[src/rtl/duck_round_ctrl.sv]
// Round sequencer for the duck-hunt game: runs each bird's launch/flight/fall/escape
// life cycle and tracks shots, hits, birds and the round number.
module duck_round_ctrl #(
    parameter int BIRDS_PER_ROUND = 3,
    parameter int SHOTS_PER_BIRD  = 3,
    parameter int MIN_HITS        = 2,
    parameter int FLY_FRAMES      = 600,
    parameter int FALL_FRAMES     = 60,
    parameter int PAUSE_FRAMES    = 120
) (
    input  logic       Clk,
    input  logic       Reset,
    input  logic       frame_tick,
    input  logic       start,
    input  logic       trigger,
    input  logic       bird_hit,
    input  logic       bird_offscreen,
    output logic [1:0] game_state,
    output logic       launch,
    output logic       flew_away,
    output logic       bird_falling,
    output logic [1:0] shots_left,
    output logic [1:0] birds_done,
    output logic [1:0] hits,
    output logic [7:0] round,
    output logic       game_over
);

    typedef enum logic [2:0] {
        S_IDLE      = 3'd0,
        S_LAUNCH    = 3'd1,
        S_FLYING    = 3'd2,
        S_FALLING   = 3'd3,
        S_ESCAPING  = 3'd4,
        S_BIRD_DONE = 3'd5,
        S_ROUND_END = 3'd6,
        S_GAME_OVER = 3'd7
    } state_t;

    localparam logic [9:0] FLY_LIM   = 10'(FLY_FRAMES);
    localparam logic [9:0] FALL_LIM  = 10'(FALL_FRAMES);
    localparam logic [9:0] PAUSE_LIM = 10'(PAUSE_FRAMES);
    localparam logic [1:0] SHOTS_INI = 2'(SHOTS_PER_BIRD);
    localparam logic [1:0] BIRDS_LIM = 2'(BIRDS_PER_ROUND);
    localparam logic [1:0] HITS_MIN  = 2'(MIN_HITS);

    state_t     state_q, state_d;
    logic [9:0] frame_cnt_q, frame_cnt_d;
    logic [1:0] shots_left_q, shots_left_d;
    logic [1:0] birds_done_q, birds_done_d;
    logic [1:0] hits_q, hits_d;
    logic [7:0] round_q, round_d;
    logic       trigger_q, trigger_d;
    logic       shot_s;
    logic [9:0] frame_inc_s;

    assign shot_s      = trigger & ~trigger_q;
    assign frame_inc_s = frame_cnt_q + 10'd1;

    // Next-state and counter updates; frame counter is shared by the timed states.
    always_comb begin
        state_d      = state_q;
        frame_cnt_d  = frame_cnt_q;
        shots_left_d = shots_left_q;
        birds_done_d = birds_done_q;
        hits_d       = hits_q;
        round_d      = round_q;
        trigger_d    = trigger;
        case (state_q)
            S_IDLE, S_GAME_OVER: begin
                if (start) begin
                    round_d      = 8'd1;
                    hits_d       = 2'd0;
                    birds_done_d = 2'd0;
                    state_d      = S_LAUNCH;
                end else begin
                    state_d = state_q;
                end
            end
            S_LAUNCH: begin
                shots_left_d = SHOTS_INI;
                frame_cnt_d  = 10'd0;
                state_d      = S_FLYING;
            end
            S_FLYING: begin
                // A valid shot takes priority over the flight timeout.
                if (shot_s && (shots_left_q != 2'd0)) begin
                    shots_left_d = shots_left_q - 2'd1;
                    if (bird_hit) begin
                        hits_d      = hits_q + 2'd1;
                        frame_cnt_d = 10'd0;
                        state_d     = S_FALLING;
                    end else if (shots_left_q == 2'd1) begin
                        state_d = S_ESCAPING;
                    end else begin
                        state_d = S_FLYING;
                    end
                end else if (frame_tick) begin
                    frame_cnt_d = frame_inc_s;
                    if (frame_inc_s == FLY_LIM) begin
                        state_d = S_ESCAPING;
                    end else begin
                        state_d = S_FLYING;
                    end
                end else begin
                    state_d = S_FLYING;
                end
            end
            S_FALLING: begin
                if (frame_tick) begin
                    frame_cnt_d = frame_inc_s;
                    if (frame_inc_s == FALL_LIM) begin
                        state_d = S_BIRD_DONE;
                    end else begin
                        state_d = S_FALLING;
                    end
                end else begin
                    state_d = S_FALLING;
                end
            end
            S_ESCAPING: begin
                if (bird_offscreen) begin
                    state_d = S_BIRD_DONE;
                end else begin
                    state_d = S_ESCAPING;
                end
            end
            S_BIRD_DONE: begin
                birds_done_d = birds_done_q + 2'd1;
                if ((birds_done_q + 2'd1) == BIRDS_LIM) begin
                    frame_cnt_d = 10'd0;
                    state_d     = S_ROUND_END;
                end else begin
                    state_d = S_LAUNCH;
                end
            end
            S_ROUND_END: begin
                if (frame_tick) begin
                    frame_cnt_d = frame_inc_s;
                    if (frame_inc_s != PAUSE_LIM) begin
                        state_d = S_ROUND_END;
                    end else if (hits_q >= HITS_MIN) begin
                        round_d      = (round_q == 8'd255) ? round_q : round_q + 8'd1;
                        hits_d       = 2'd0;
                        birds_done_d = 2'd0;
                        state_d      = S_LAUNCH;
                    end else begin
                        // Counters held so the final score stays on screen.
                        state_d = S_GAME_OVER;
                    end
                end else begin
                    state_d = S_ROUND_END;
                end
            end
            default: begin
                state_d = S_IDLE;
            end
        endcase
    end

    // State and counter registers.
    always_ff @(posedge Clk or posedge Reset) begin
        if (Reset) begin
            state_q      <= S_IDLE;
            frame_cnt_q  <= 10'd0;
            shots_left_q <= 2'd0;
            birds_done_q <= 2'd0;
            hits_q       <= 2'd0;
            round_q      <= 8'd0;
            trigger_q    <= 1'b0;
        end else begin
            state_q      <= state_d;
            frame_cnt_q  <= frame_cnt_d;
            shots_left_q <= shots_left_d;
            birds_done_q <= birds_done_d;
            hits_q       <= hits_d;
            round_q      <= round_d;
            trigger_q    <= trigger_d;
        end
    end

    // Moore output decode from the state register.
    always_comb begin
        game_state = 2'd1;
        case (state_q)
            S_IDLE:      game_state = 2'd0;
            S_ROUND_END: game_state = 2'd2;
            S_GAME_OVER: game_state = 2'd3;
            default:     game_state = 2'd1;
        endcase
    end

    assign launch       = (state_q == S_LAUNCH);
    assign flew_away    = (state_q == S_ESCAPING);
    assign bird_falling = (state_q == S_FALLING);
    assign game_over    = (state_q == S_GAME_OVER);
    assign shots_left   = shots_left_q;
    assign birds_done   = birds_done_q;
    assign hits         = hits_q;
    assign round        = round_q;

endmodule

[config.mk]
export PLATFORM = sky130hd
export DESIGN_NAME = duck_round_ctrl
export DESIGN_NICKNAME = d
export VERILOG_FILES = /design/src/rtl/duck_round_ctrl.sv
export SDC_FILE = /design/constraint.sdc
export NUM_CORES = 1
export LEC_CHECK = 0
export CORE_AREA = 3 3 69 71
export DETAILED_ROUTE_END_ITERATION = 12
export DIE_AREA = 0 0 72 74
export PLACE_DENSITY_LB_ADDON = 0.12
export SETUP_SLACK_MARGIN = 0.3
export SLEW_MARGIN = 20
export SYNTH_ARGS = -nofsm -noshare
export SYNTH_HDL_FRONTEND = slang
export SYNTH_SLANG_ARGS = --single-unit
[constraint.sdc]
create_clock -name Clk -period 3.25 [get_ports Clk]
set_input_delay 0.975 -clock Clk [delete_from_list [all_inputs] [get_ports Clk]]
set_output_delay 0.975 -clock Clk [all_outputs]
set_load 0.02 [all_outputs]
==> flow_summary.json, run 1 <==
{
  "clk_pin_slew_ps": 110,
  "synth_top_cell_by_area": "dfrtp_1",
  "clkPwrFrac_pct": 16.2,
  "static-leakage-power_uw": 0.000996,
  "synthesis.area_sq_um": 2110,
  "crit_type": "flip-flop to output pin",
  "cap_violations": 0,
  "ys_seq_elements": 28,
  "hold_class": "flip-flop to flip-flop",
  "grt_pass1_vias": 1769,
  "period_minus_slack_ps": 2810,
  "cts.sinks": 28,
  "cts_buffer_depth": 2,
  "overflow": 0,
  "post_cts_buffers": 0,
  "cp-end-kind": "output pin",
  "drive_gt1_share_pct": 9.26,
  "drtIter0Drc": 124,
  "routabilityCongestion": 0.867,
  "p_int_uw": 995,
  "cts_root_buf": "clkbuf_8",
  "nets": 285,
  "fmax_mhz": 356,
  "die_y_um": 74,
  "sw_frac_of_total_pct": 43.1,
  "grt_setup_unrepaired": "false",
  "pin_count": 27,
  "h-tree-depth": 1,
  "yosys_warnings": 0,
  "pwr-share-seq_pct": 34.3,
  "cellPowerDensity_nw_per_um2": 702,
  "critPathLaunch": "state_q[1]",
  "cts_tree": "done",
  "hp-start": "hits[0]",
  "power.switching_uw": 755,
  "final_area_sq_um": 2490,
  "required_ps": 2270,
  "clk_latency_ps": 280,
  "syn_inst": 247,
  "syn_avg_cell_area_sq_um": 8.53,
  "drcViolationCount": 0,
  "async_flop_share_pct": 100,
  "die_area_sq_um": 5330,
  "cts_hold_buf": 0,
  "io_buffers": 26,
  "dpl-instance-area_sq_um": 2410,
  "tns_ps": 0,
  "p_comb_share_pct": 49.5,
  "status": "finished, final reports clean",
  "hold_violations": 0,
  "grt_use_total_pct": 20.1,
  "finalMaxSlewViolations": 0,
  "grt_start_max_net_pins": 29,
  "setup_violations": 0,
  "antenna_found_initial": 0,
  "crit_fanout": 18,
  "worst-r2r-setup-slack_ps": 910,
  "dp_hpwl_mm": 3.64,
  "p_total_uw": 1750,
  "synth_fp_nets": 261,
  "grt_pass1_wl_mm": 8.57,
  "crit_arrival_ps": 1830,
  "wirelength_mm": 5.01,
  "clock-skew-final_ps": 8.18,
  "cts-buffers-inserted": 3,
  "std_cell_rows": 24,
  "avgViaCountPerCell": 5.98,
  "ant_nets": 0,
  "max_slew_margin_pct": 56.8,
  "fin_crit_sh_pct": 86.4,
  "routedWlPerCell_um": 15.6,
  "synth.area.top_cells": "dfrtp_1 (33%), mux2i_1 (4.8%), nand3_1 (4.5%), ha_1 (4.2%), nand2_1 (3.2%)",
  "core-area_sq_um": 4290,
  "initial_core_util_pct": 49.0,
  "worst_pin_slew_ps": 648,
  "ir_drop_mv": 0.319,
  "synth.distinct_cells": 51,
  "synth_top_area_share_pct": 33.3,
  "synth_edf_count": 0,
  "area_growth_syn_to_layout_pct": 18.4,
  "dr.pass1.iters": 4,
  "timing.rr.start": "frame_cnt_q[0]",
  "synthFlopType": "dfrtp_1",
  "setup.worst_path.start_class": "flip-flop",
  "antenna-diode-count": 0,
  "die_x_um": 72,
  "vias": 1924,
  "seq_area_frac_synth_pct": 33.3
}
[through the flow]
stage	hold WS, ps	worst slack (ps)	instances	utilization (%)
2_1_floorplan	472	913	247	-
3_3_place_gp	511	231	318	56.2
3_5_place_dp	505	185	318	56.2
4_1_cts	526	334	322	57.9
5_1_grt	564	306	322	58.0
6_report	524	442	322	58.0
[Yosys cell counts (7+ instances only)]
cell type / instances
nand3_1: 19
buf_2: 7
dfrtp_1: 28
o21ai_0: 12
a21oi_1: 11
nand2_1: 18
mux2i_1: 10
inv_1: 15
ha_1: 7
nor2_1: 16
[state kept, by name, indices dropped and copies added (netlist names)]
register,count
state_q,3
shots_left,2
hits,2
round,8
trigger_q,1
birds_done,2
frame_cnt_q,10
[power groups by stage]
stage / sequential (uW) / combinational, uW / clock, uW
floorplan: 555 / 626 / 0
detailed placement: 600 / 862 / 0
CTS: 595 / 869 / 289
global placement: 597 / 853 / 0
finish: 600 / 867 / 284
global route: 627 / 957 / 301
[placed cells by master (no fill, tap or decap), drive strengths merged, types with 2 or more instances in the layout]
master | netlist | layout
a211oi | 5 | 5
nor2 | 16 | 16
inv | 15 | 15
ha | 7 | 7
nand3b | 6 | 6
dfrtp | 28 | 28
a311oi | 2 | 2
xor2 | 6 | 6
nand2b | 3 | 3
nand4 | 3 | 3
or4 | 2 | 2
clkdlybuf4s50 | 0 | 26
mux2i | 10 | 10
o22ai | 3 | 3
nor3b | 3 | 3
or3 | 2 | 2
o31ai | 3 | 3
o211ai | 6 | 6
nor2b | 4 | 4
nand2 | 18 | 18
a31oi | 4 | 4
o21bai | 6 | 6
o21ai | 13 | 13
clkbuf | 5 | 3
mux2 | 3 | 3
xnor2 | 4 | 4
nor4 | 3 | 3
o22a | 2 | 2
nor3 | 4 | 4
nand3 | 19 | 19
or4b | 2 | 2
and3 | 6 | 6
a21oi | 11 | 11
nand4bb | 2 | 2
buf | 11 | 9
[path summary, 6_finish.rpt]
check,to,depth (start not counted)
setup / recovery,bird_falling,3
hold / removal,hits[0],1
setup reg to reg,round[0],6
hold reg to reg,hits[0],1
max in group asynchronous,state_q[0],3
min in group asynchronous,round[4],3
[critical path, stage by stage (launching register included)]
cell and delay [ps]:
dfrtp_2 550, nor2b_2 270, and2_1 140, clkdlybuf4s50_1 590
[area by class of cell]
type | count | area [sq um]
inverter | 15 | 56.3
clock buffer | 3 | 41.3
clock inverter | 1 | 30.0
fill | 413 | 1800
multi-input combinational | 188 | 1270
sequential | 28 | 704
timing repair buffer | 35 | 328
tap | 52 | 65.1
[kinds of logic (layout without fill, tap and decap cells)]
group                      count (synthesis)  count (layout)  share of synthesized area (%)
AOI/OAI and AO/OA                         60              60                           19.8
buffers and inverters                     31              54                           6.65
DFF                                       28              28                           33.3
muxes                                     13              13                           6.36
xor gates and xnor gates                  10              10                           4.16
adders and majority gates                  7               7                           4.16
and+or+nand+nor                           98              98                           25.5
[layer usage]
metal	part of all wire [%]	vias up	track usage (%)
met5	0	-	0
met4	1.1	0	6.05
met3	2.5	5	2.16
met2	49	41	32.7
met1	48	932	28.5
li1	-	946	-
[what timing repair did]
action,in CTS,in global routing
setup endpoints to repair,1,5
endpoints found under the hold margin,0,0
gates resized for setup,1,3
Note: power is estimated with default switching activity, not from simulation.
==> run 2: changes to the inputs <==
Clock period 3.25 ns to 2.9 ns, I/O delays scaled along.
==> flow_summary.json, run 2 (same netlist as run 1, synthesis figures left out) <==
{
  "final_area_sq_um": 2590,
  "initial_core_util_pct": 49.0,
  "cts_tree": "done",
  "ir_drop_mv": 0.379,
  "nets": 297,
  "fin_ws_ps": 429,
  "grt_pass1_wl_mm": 8.69,
  "setup.worst_path.start_class": "flip-flop",
  "cts_buffer_depth": 2,
  "die_area_sq_um": 5330,
  "pin_count": 27,
  "cp-end-kind": "output pin",
  "routedWlPerCell_um": 15.3,
  "overflow": 0,
  "clk_latency_ps": 280,
  "worst_pin_slew_ps": 371,
  "grt_setup_unrepaired": "false",
  "drtIter0Drc": 147,
  "crit_fanout": 8,
  "cap_violations": 0,
  "antenna_found_initial": 0,
  "largest_register_ff_count": 10,
  "avgViaCountPerCell": 5.83,
  "setup_violations": 0,
  "place_ws_ps": 24.7,
  "crit_type": "flip-flop to output pin",
  "hold_violations": 0,
  "max_slew_margin_pct": 74.9,
  "die_x_um": 72,
  "fin_crit_sh_pct": 85.2,
  "static-leakage-power_uw": 0.00110,
  "grt_use_total_pct": 20.3,
  "dp_cells": 323,
  "multi_input_area_sq_um": 1270,
  "fmax_mhz": 405,
  "final_cell_mix": "dfrtp_1 (25), clkdlybuf4s50_1 (21), buf_4 (21), nand3_1 (19), nand2_1 (18)",
  "clk_pin_slew_ps": 100,
  "ant_nets": 0,
  "clock-skew-final_ps": 11.9,
  "area_growth_syn_to_layout_pct": 23.1,
  "dp_hpwl_mm": 3.73,
  "io_buffers": 26,
  "nFillCells": 388,
  "vias": 1948,
  "drcViolationCount": 0,
  "core-area_sq_um": 4290,
  "wirelength_mm": 5.12,
  "seq_area_sq_um": 704,
  "period_minus_slack_ps": 2470,
  "antenna-diode-count": 0,
  "cellPowerDensity_nw_per_um2": 788,
  "die_y_um": 74,
  "routabilityCongestion": 0.786,
  "std_cell_rows": 24,
  "grt_pass1_vias": 1790,
  "status": "finished, final reports clean",
  "tns_ps": 0,
  "final_common_cell": "dfrtp_1",
  "drive_gt1_share_pct": 13.1,
  "dr.pass1.iters": 4,
  "dpl-instance-area_sq_um": 2450,
  "cts-buffers-inserted": 3,
  "h-tree-depth": 1,
  "crit_arrival_ps": 1600,
  "p_total_uw": 2040,
  "required_ps": 2030,
  "instances_no_fill": 334,
  "max_flop_register": "frame_cnt_q",
  "grt_start_max_net_pins": 29,
  "finalMaxSlewViolations": 0,
  "cts.sinks": 28,
  "hold_class": "flip-flop to flip-flop",
  "cts_root_buf": "clkbuf_8"
}
-- run 2: worst paths after layout --
path	end	from	slack, ps	cells after the start
max in group asynchronous	state_q[2]	Reset	1650	3
min in group asynchronous	hits[1]	Reset	950	3
setup reg to reg	frame_cnt_q[8]	state_q[0]	600	8
hold / removal	frame_cnt_q[9]	frame_cnt_q[9]	530	1
setup / recovery	game_over	state_q[2]	430	3
hold reg to reg	frame_cnt_q[9]	frame_cnt_q[9]	530	1
-- run 2: timing repair --
action | CTS | global route
endpoints found under the setup margin | 6 | 7
resized for setup | 5 | 4
hold buffers | 0 | 0
buffers inserted | 7 | 0
-- run 2: where the power goes --
group / total [uW] / leakage [uW] / switching, uW / internal (uW)
combinational: 1110 / 0.000706 / 598 / 513
sequential: 618 / 0.000361 / 132 / 486
clock: 313 / 0.0000357 / 129 / 185
total: 2040 / 0.00110 / 859 / 1180
-- run 2: area by class of cell --
type	instances	area share [%]
Timing Repair Buffer	47	16.5
Inverter	15	2.17
Sequential cell	28	27.2
Clock buffer	3	1.59
Clock inverter	1	1.16
Tap cell	52	2.51
Multi-Input combinational cell	188	48.9
-- run 2: stage by stage --
| step | hold slack (ps) | utilization [%] |
|---|---|---|
| 2_1_floorplan | 472 | - |
| 3_3_place_gp | 512 | 57.1 |
| 3_5_place_dp | 507 | 57.1 |
| 4_1_cts | 525 | 60.1 |
| 5_1_grt | 540 | 60.3 |
| 6_report | 529 | 60.3 |
-- run 2: critical path, cell delays in order, from the launching register on --
cell and delay, ps:
dfrtp_2 430, buf_4 170, and3_1 150, clkdlybuf4s50_1 590
-- run 2: metal layers --
metal / GRT usage [%] / wire [um] / vias up
met5: 0 / 0 / -
met4: 3.13 / 27 / 0
met1: 28.8 / 2430 / 941
met3: 2.30 / 144 / 2
li1: - / - / 969
met2: 34.2 / 2520 / 36
==> run 3: changes to the inputs <==
Clock period 2.9 ns to 3 ns, I/O delays scaled along.
==> flow_summary.json, run 3 (same netlist as run 1, synthesis figures left out) <==
{
  "core-area_sq_um": 4290,
  "initial_core_util_pct": 49.0,
  "clkPwrFrac_pct": 12.9,
  "antenna_found_initial": 0,
  "p_comb_share_pct": 54.9,
  "setup_violations": 0,
  "tns_ps": 0,
  "crit_fanout": 15,
  "cts_root_buf": "clkbuf_8",
  "r2r-end": "state_q[2]",
  "dr.pass1.iters": 4,
  "max_stage_delay_ps": 590,
  "r2r_cells": 6,
  "timing.rr.start": "frame_cnt_q[0]",
  "fin_crit_sh_pct": 89.5,
  "overflow": 0,
  "h-tree-depth": 1,
  "dp_cells": 321,
  "cts.sinks": 28,
  "p_int_uw": 1090,
  "power.switching_uw": 829,
  "grt_use_total_pct": 20.3,
  "cts-buffers-inserted": 3,
  "clock-skew-final_ps": 3.69,
  "routedWlPerCell_um": 15.2,
  "grt_pass1_wl_mm": 8.69,
  "cp.buffers_inverters": 1,
  "instances_no_fill": 332,
  "finalMaxSlewViolations": 0,
  "clk_pin_slew_ps": 100,
  "ant_nets": 0,
  "drcViolationCount": 0,
  "status": "finished, final reports clean",
  "crit_arrival_ps": 1780,
  "std_cell_rows": 24,
  "ir_drop_mv": 0.383,
  "slowest_stage": "clkdlybuf4s50_1",
  "drive_gt1_share_pct": 12.5,
  "max_flop_register": "frame_cnt_q",
  "wirelength_mm": 5.03,
  "area_growth_syn_to_layout_pct": 21.5,
  "final_common_cell": "dfrtp_1",
  "worst_pin_slew_ps": 680,
  "max_slew_margin_pct": 54.5,
  "worst-r2r-setup-slack_ps": 730,
  "path_delay_family": "buffers and inverters",
  "io_buffers": 26,
  "setup.worst_path.start_class": "flip-flop",
  "vias": 1927,
  "grt_pass1_vias": 1819,
  "cap_violations": 0,
  "cts_buffer_depth": 2,
  "final_cell_mix": "dfrtp_1 (25), clkdlybuf4s50_1 (23), nand3_1 (19), buf_4 (19), nand2_1 (18)",
  "grt_setup_unrepaired": "true",
  "cts_tree": "done",
  "antenna-diode-count": 0,
  "clk_latency_ps": 280,
  "sw_frac_of_total_pct": 43.3,
  "crit_type": "flip-flop to output pin",
  "hp-start": "frame_cnt_q[9]",
  "die_x_um": 72,
  "pin_count": 27,
  "pwr-share-seq_pct": 32.2,
  "cp-end-kind": "output pin",
  "required_ps": 2100,
  "cp_cell_sequence": "nor2b_2 -> and2_1 -> clkdlybuf4s50_1",
  "hold_class": "flip-flop to flip-flop",
  "min_path_cells": 1,
  "avgViaCountPerCell": 5.80,
  "hold_violations": 0,
  "grt_start_max_net_pins": 29,
  "cellPowerDensity_nw_per_um2": 748,
  "die_area_sq_um": 5330,
  "period_minus_slack_ps": 2680,
  "fmax_mhz": 373,
  "largest_register_ff_count": 10,
  "drtIter0Drc": 164,
  "dp_hpwl_mm": 3.67,
  "routabilityCongestion": 0.812,
  "die_y_um": 74,
  "nets": 295,
  "hold_end": "frame_cnt_q[9]",
  "static-leakage-power_uw": 0.00107
}
run 3: final cells by class:
cell class	instances	area, sq um
well taps	52	65.1
flip-flops and latches	28	704
multi-input cells	188	1270
fillers	399	1740
inverters	15	56.3
repair buffers	45	410
clock buffers	4	55.1
run 3: through the flow:
step                setup WS (ps)  utilization (%)  hold WS, ps  total power [uW]  area [sq um]
floorplan                     738                -          472              1280          2110
detailed placement           53.4             56.8          517              1610          2440
global route                  236             59.6          554              2080          2560
finish                        316             59.6          527              1910          2560
global placement             85.3             56.8          514              1590          2440
CTS                           270             58.5          530              1880          2510
run 3: timing repair:
item,CTS,global route
pin swaps,0,0
buffers inserted,2,5
gates resized for setup,3,4
endpoints found under the setup margin,5,5
hold buffers,0,0
gates cloned,0,0
run 3: worst max path at each step:
| stage | start | end | slack, ps | depth (start not counted) |
|---|---|---|---|---|
| 2_1_floorplan | frame_tick | state_q[2] | 740 | 5 |
| 3_3_place_gp | frame_tick | state_q[2] | 90 | 6 |
| 3_5_place_dp | frame_tick | state_q[2] | 50 | 6 |
| 4_1_cts | state_q[1] | bird_falling | 270 | 3 |
| 5_1_grt | state_q[1] | bird_falling | 240 | 3 |
| 6_report | state_q[1] | bird_falling | 320 | 3 |
run 3: metal layers:
metal  vias up  global-route usage (%)  routed length [um]
met5         -                       0                   0
li1        973                       -                   -
met2        37                    33.4                2340
met3         4                    2.57                 179
met1       913                    28.1                2460
met4         0                    6.05                  44
run 3: power by group through the flow:
| stage | Sequential, uW | Clock [uW] | Combinational [uW] |
|---|---|---|---|
| final | 617 | 247 | 1050 |
| after global routing | 637 | 269 | 1170 |
| after CTS | 631 | 252 | 992 |
| after detailed placement | 641 | 0 | 967 |
| after floorplan | 601 | 0 | 678 |
| after global placement | 640 | 0 | 955 |
